`src/rtl/generator_pkg.sv`:
```
// Shared types and default sizing for the tick generator / period meter pair.
package generator_pkg;

    localparam int unsigned CNT_W_DEF      = 16;
    localparam int unsigned LOCK_COUNT_DEF = 4;

    typedef enum logic {
        IDLE = 1'b0,
        MEAS = 1'b1
    } meas_state_e;

endpackage : generator_pkg

```
`src/rtl/tick_lock_tracker.sv`:
```
// Tracks consecutive identical tick periods and raises locked once LOCK_COUNT
// equal measurements in a row have been seen. Inputs are next-cycle values.
module tick_lock_tracker #(
    parameter int unsigned CNT_W      = 16,
    parameter int unsigned LOCK_COUNT = 4
) (
    input  logic             clk,
    input  logic             rst,
    input  logic [CNT_W-1:0] period,
    input  logic             period_vld,
    input  logic             timeout,
    output logic             locked
);

    localparam int unsigned MATCH_W = (LOCK_COUNT > 2) ? $clog2(LOCK_COUNT) : 1;
    localparam logic [MATCH_W-1:0] MATCH_TGT = MATCH_W'(LOCK_COUNT - 1);

    logic [CNT_W-1:0]   prev, prev_nxt;
    logic               have_prev, have_prev_nxt;
    logic [MATCH_W-1:0] match, match_nxt;
    logic [MATCH_W-1:0] match_inc;
    logic               locked_nxt;

    // Match count saturates at the lock target so locked persists while stable.
    always_comb begin
        prev_nxt      = prev;
        have_prev_nxt = have_prev;
        match_nxt     = match;
        locked_nxt    = locked;
        match_inc     = (match == MATCH_TGT) ? match : MATCH_W'(match + MATCH_W'(1));

        if (timeout) begin
            have_prev_nxt = 1'b0;
            match_nxt     = '0;
            locked_nxt    = 1'b0;
        end else if (period_vld) begin
            prev_nxt      = period;
            have_prev_nxt = 1'b1;
            if (have_prev && (period == prev)) begin
                match_nxt = match_inc;
                if (match_inc == MATCH_TGT) begin
                    locked_nxt = 1'b1;
                end
            end else begin
                match_nxt  = '0;
                locked_nxt = 1'b0;
            end
        end
    end

    always_ff @(posedge clk) begin
        if (rst) begin
            prev      <= '0;
            have_prev <= 1'b0;
            match     <= '0;
            locked    <= 1'b0;
        end else begin
            prev      <= prev_nxt;
            have_prev <= have_prev_nxt;
            match     <= match_nxt;
            locked    <= locked_nxt;
        end
    end

endmodule : tick_lock_tracker

```
`src/rtl/tick_period_meter.sv`:
```
// Measures the cycle distance between consecutive tick pulses, with timeout.
// Define TICK_PERIOD_LOCK_EN to include the period lock tracker.
module tick_period_meter
    import generator_pkg::*;
#(
    parameter int unsigned CNT_W      = CNT_W_DEF,
    parameter int unsigned LOCK_COUNT = LOCK_COUNT_DEF
) (
    input  logic             clk,
    input  logic             rst,
    input  logic             tick,
    output logic [CNT_W-1:0] period,
    output logic             period_vld,
    output logic             locked,
    output logic             timeout
);

    localparam logic [CNT_W-1:0] CNT_MAX = {CNT_W{1'b1}};
    localparam logic [CNT_W-1:0] CNT_ONE = CNT_W'(1);

    if (LOCK_COUNT < 2) begin : g_lock_count_chk
        $error("tick_period_meter: LOCK_COUNT must be at least 2");
    end

    meas_state_e      state, state_nxt;
    logic [CNT_W-1:0] cnt, cnt_nxt;
    logic [CNT_W-1:0] period_nxt;
    logic             period_vld_nxt;
    logic             timeout_nxt;

    // Next-state and registered-output computation.
    always_comb begin
        state_nxt      = state;
        cnt_nxt        = cnt;
        period_nxt     = period;
        period_vld_nxt = 1'b0;
        timeout_nxt    = timeout;

        case (state)
            IDLE: begin
                if (tick) begin
                    cnt_nxt     = CNT_ONE;
                    timeout_nxt = 1'b0;
                    state_nxt   = MEAS;
                end
            end
            MEAS: begin
                if (tick) begin
                    period_nxt     = cnt;
                    period_vld_nxt = 1'b1;
                    cnt_nxt        = CNT_ONE;
                end else if (cnt == CNT_MAX) begin
                    // Saturated: reference lost, never wrap.
                    timeout_nxt = 1'b1;
                    cnt_nxt     = '0;
                    state_nxt   = IDLE;
                end else begin
                    cnt_nxt = CNT_W'(cnt + CNT_ONE);
                end
            end
            default: begin
                state_nxt = IDLE;
                cnt_nxt   = '0;
            end
        endcase
    end

    always_ff @(posedge clk) begin
        if (rst) begin
            state      <= IDLE;
            cnt        <= '0;
            period     <= '0;
            period_vld <= 1'b0;
            timeout    <= 1'b0;
        end else begin
            state      <= state_nxt;
            cnt        <= cnt_nxt;
            period     <= period_nxt;
            period_vld <= period_vld_nxt;
            timeout    <= timeout_nxt;
        end
    end

`ifdef TICK_PERIOD_LOCK_EN
    // Fed with next-cycle values so locked moves together with period_vld.
    tick_lock_tracker #(
        .CNT_W      (CNT_W),
        .LOCK_COUNT (LOCK_COUNT)
    ) u_lock (
        .clk        (clk),
        .rst        (rst),
        .period     (period_nxt),
        .period_vld (period_vld_nxt),
        .timeout    (timeout_nxt && !timeout),
        .locked     (locked)
    );
`else
    assign locked = 1'b0;
`endif

endmodule : tick_period_meter

```
`config.mk`:
```
export PLATFORM = sky130hd
export DESIGN_NAME = tick_period_meter
export DESIGN_NICKNAME = d
export VERILOG_FILES = /design/src/rtl/generator_pkg.sv /design/src/rtl/tick_lock_tracker.sv /design/src/rtl/tick_period_meter.sv
export SDC_FILE = /design/constraint.sdc
export NUM_CORES = 1
export LEC_CHECK = 0
export CORE_MARGIN = 1
export CORE_UTILIZATION = 57
export CTS_CLUSTER_SIZE = 24
export DETAILED_ROUTE_END_ITERATION = 10
export HOLD_SLACK_MARGIN = 0.15
export PLACE_DENSITY = 0.9
export SLEW_MARGIN = 20
export SYNTH_ARGS = -nofsm -noshare
export SYNTH_HDL_FRONTEND = slang
export SYNTH_SLANG_ARGS = --single-unit
```
`constraint.sdc`:
```
create_clock -name clk -period 2.75 [get_ports clk]
set_input_delay 0.6875 -clock clk [delete_from_list [all_inputs] [get_ports clk]]
set_output_delay 0.6875 -clock clk [all_outputs]
set_load 0.005 [all_outputs]
```
# Word level (Yosys, flattened, before mapping)

Cells that the tools add are included.

Memory bits (writable): 0
Memories: 0
Input port bits: 3
Flip-flop bits (word level): 35
Output and inout bits: 19
ROM bits: 0
Latch bits: 0
Word-level logic and storage cells: 26

Div/mod/pow operators: 0
$lt $le $gt $ge: 0
Multiply operators: 0
Reductions and logical operators: 3
Multiplexer cells: 12
Bitwise gates (word level): 1
Equal/unequal tests: 4
Shifts and indexed selects: 0
$add $sub $neg: 1

Operators by type and width:

| kind                    | count |
|---|---|
| $mux W16                | 3 |
| $pmux W16 S2            | 1 |
| $add A16 B1 Y16 const B | 1 |
| $eq A16 B16 Y1 const B  | 1 |
| $mux W1                 | 6 |
| $ne A2 B2 Y1 const B    | 2 |
| $pmux W1 S2             | 2 |
| $reduce_and A3 Y1       | 1 |
| $ne A2 B1 Y1 const B    | 1 |
| $reduce_and A2 Y1       | 1 |
| $reduce_or A2 Y1        | 1 |
| $not A1 Y1              | 1 |

# Logic depth before layout (Yosys ltp)

Depth after elaboration: 4
Depth in mapped cells: 6
Mapped depth without buffers: 5

# Worst setup path before layout

Ideal clock, no wire load.

Path kind: input -> register
From: in tick
To: reg cnt[13]
Data required time: 2676 ps
Setup slack: 833 ps
Arrival: 1842 ps
Setup time: 74 ps
Stages on the path: 6
Buffers on the path: 2
Path through: clkbuf_1 > nor3b_1 > o41a_1 > buf_2 > o21ai_0 > a31oi_1

Longest elaborated chain between the ends: 2
Elaborated cells on any way between the ends: 3
Classes of those cells: eq/ne (1); mux (2)

Ends and longest elaborated chain:

| what                 | RTL line                | RTL |
|---|---|---|
| start, declared      | tick_period_meter.sv:11 | `input logic tick,` |
| $mux W16             | tick_period_meter.sv:48 | `if (tick) begin` |
| $pmux W16 S2         | tick_period_meter.sv:39 | `case (state)` |
| end signal, assigned | tick_period_meter.sv:77 | `cnt <= cnt_nxt;` |
| end, declared        | tick_period_meter.sv:26 | `logic [CNT_W-1:0] cnt, cnt_nxt;` |

Several ways; a longest one is shown, not always the timed one.
A chain may end at the register's enable or synchronous reset.

# Worst setup path in the final report

Same ends and word-level chain as after synthesis.

==> flow_metrics.env <==
export IMPL_outcome="completed"
export IMPL_cts_made_buffers=5
export IMPL_syn_area_per_cell_sq_um=8.22
export IMPL_ctsResizeCount=0
export IMPL_yosys_area_top_type="dfxtp_1"
export IMPL_clk_latency_ns=0.33
export IMPL_dieArea_sq_mm=0.00288
export IMPL_diodes=0
export IMPL_drv_cap=0
export IMPL_synthCells=185
export IMPL_worstMarginPinSlew_ns=0.861
export IMPL_yosys_register_bits=35
export IMPL_slew_violations=0
export IMPL_worst_ep_required_time_ns=2.99
export IMPL_root_buffer="clkbuf_4"
export IMPL_min_period_ns=2.28
export IMPL_post_cts_setup_buffer_count=0
export IMPL_cts_hold_buffers=0
export IMPL_h_tree_depth=2
export IMPL_ant_nets=0
export IMPL_cp_max_fo=15
export IMPL_drive_gt1_share_pct=8.74
export IMPL_num_io_pins=22
export IMPL_multi_input_area_sq_um=744
export IMPL_initial_core_util_pct=60.8
export IMPL_synth_edf_count=0
export IMPL_power_uw=862
export IMPL_cts_sinks=35
export IMPL_fmax_mhz=438
export IMPL_syn_to_final_growth_pct=18.4
export IMPL_powerDensity_mw_per_mm2=479
export IMPL_final_cells=236
export IMPL_start_kind="primary input"
export IMPL_rsz0062_at_grt="false"
export IMPL_ys_flop_type="dfxtp_1"
export IMPL_grt_start_max_net_pins=24
export IMPL_hold_path_class="flip-flop to flip-flop"
export IMPL_synthArstFlopShare_pct=0
export IMPL_ys_types=39
export IMPL_yosysWarnings=0
export IMPL_finClkSkew_ns=0.00825
export IMPL_synth_xor_area_share_pct=1.15
export IMPL_vias_per_cell=5.99
export IMPL_antenna_found_initial=0
export IMPL_fin_nets=210
export IMPL_grt_usage_pct=26.9
export IMPL_dp_hpwl_mm=2.42
export IMPL_grt_pass1_wl_mm=5.49
export IMPL_synth_area_top_cells="dfxtp_1 46%, nand2_1 9.6%, a21oi_1 7.6%"
export IMPL_crit_path_top_delay_cell="o41a_1"
export IMPL_port_buffers=20
export IMPL_synth_fa_ha_area_share_pct=0.823
export IMPL_seq_area_frac_synth_pct=46.1
export IMPL_drt_first_iter_violations=46
export IMPL_hold_viol=0
export IMPL_die_w_microns=53.6
export IMPL_place_gp_congestion=0.874
export IMPL_worstPathArrival_ns=2.52
export IMPL_peakVddDrop_uv=471
export IMPL_syn_num_nets=189
export IMPL_rows=18
export IMPL_grt_pass1_vias=1214
export IMPL_finalSetupTns_ns=0
export IMPL_max_slew_margin_pct=42.0
export IMPL_drt_wl_total_mm=3.38
export IMPL_synth_top_area_share_pct=46.1
export IMPL_synth_area_mux_share_pct=0
export IMPL_synth_top_family_by_area="simple AND/OR/NAND/NOR gates"
export IMPL_synth_simple_area_share_pct=24.9
export IMPL_regArea_sq_um=701
export IMPL_die_y_microns=53.6
export IMPL_ys_top_cells_by_count="39 x nand2_1, 35 x dfxtp_1, 23 x a21oi_1"
export IMPL_cts_tree="done"
export IMPL_setup_violations_final=0
export IMPL_yosysMostFrequentCell="nand2_1"
export IMPL_drtPass1Iterations=4
export IMPL_synth_compound_area_share_pct=21.8
export IMPL_worst_setup_path_type="primary input to flip-flop"
export IMPL_vias=1413
export IMPL_path_cells="clkdlybuf4s50_1 > nor3b_1 > o41a_1 > o21ai_0 > a31oi_1"
export IMPL_syn_cell_area_sq_mm=0.00152
export IMPL_clock_tree_buffer_depth=2
export IMPL_drcViolationCount=0
export IMPL_nFillCells=196
export IMPL_wl_per_cell_microns=14.3
export IMPL_dp_cells=229
export IMPL_fin_crit_sh_pct=83.0
export IMPL_max_stage_delay_ns=0.58
export IMPL_grt_ovfl_total=0
export IMPL_final_core_util_pct=72.0
export IMPL_total_leakage_power_nw=0.590
export IMPL_core_sq_mm=0.00250
export IMPL_end_kind="flip-flop"
export IMPL_clk_pin_slew_worst_paths_ns=0.10
placed cells by master (no fill, tap or decap), types with 2 or more instances in the layout:
cell	n
a21o_1	2
a21oi_1	23
a31oi_1	10
and4_2	2
buf_4	4
clkbuf_4	5
clkdlybuf4s50_1	20
dfxtp_1	35
inv_1	8
nand2_1	39
nand2b_1	2
nand3_1	7
nand4_1	6
nor2_1	6
nor3_1	2
o21ai_0	7
o31a_1	3
or3_1	2
sequential cells by signal, summed over array words and instances, names as in the netlist:
register / flops
cnt: 16
period: 16
period_vld: 1
state: 1
timeout: 1
through the flow:
step	worst slack (ns)	hold WS (ns)	area, sq um
after floorplan	0.833	0.453	1520
after global placement	0.374	0.442	1740
after detailed placement	0.196	0.447	1740
after CTS	0.551	0.460	1800
after global routing	0.364	0.474	1800
final	0.467	0.459	1800
critical path: cells and delay by family:
kind            cells  cell delay, ns
compound gates      3            1.05
buf+inv             1            0.42
simple gates        1            0.35
where the power goes:
group,internal (mW),total [mW],switching [mW]
logic,0.0230,0.0570,0.0340
registers,0.516,0.531,0.0143
clock network,0.118,0.274,0.156
layout make-up:
| class | count | share of cell area, % |
|---|---|---|
| well taps | 30 | 2.09 |
| flip-flops and latches | 35 | 38.9 |
| clock buffers | 6 | 2.85 |
| inverters | 8 | 1.67 |
| repair buffers | 24 | 12.8 |
| clock inverters | 1 | 0.278 |
| multi-input cells | 132 | 41.4 |
logic make-up (layout without fill, tap and decap cells):
| family | Yosys count | in the layout |
|---|---|---|
| AND/OR/NAND/NOR | 75 | 75 |
| AO/OA/AOI/OAI | 53 | 53 |
| flip-flops | 35 | 35 |
| buffers and inverters | 18 | 39 |
| XOR/XNOR | 2 | 2 |
| adder cells (fa/ha/maj) | 1 | 1 |
| other | 1 | 1 |
path summary, 6_finish.rpt:
kind / from / end / slack, ns / cells past startpoint
setup / recovery: tick / cnt[13]$_SDFFE_PP0P_ / 0.47 / 5
hold / removal: period[2]$_SDFFE_PP0P_ / period[2]$_SDFFE_PP0P_ / 0.46 / 2
setup reg to reg: cnt[0]$_SDFFE_PP0P_ / cnt[13]$_SDFFE_PP0P_ / 0.53 / 5
hold reg to reg: period[2]$_SDFFE_PP0P_ / period[2]$_SDFFE_PP0P_ / 0.46 / 2
metal layers:
metal | global-route usage, % | vias up | share of wire [%] | wire [microns]
met3 | 7.06 | 9 | 5.8 | 196
met4 | 11.0 | 0 | 1.6 | 55
li1 | - | 702 | - | -
met5 | 0 | - | 0 | 0
met2 | 43.1 | 48 | 48 | 1630
met1 | 34.1 | 654 | 44 | 1500
Note: power is estimated with default switching activity, not from simulation.
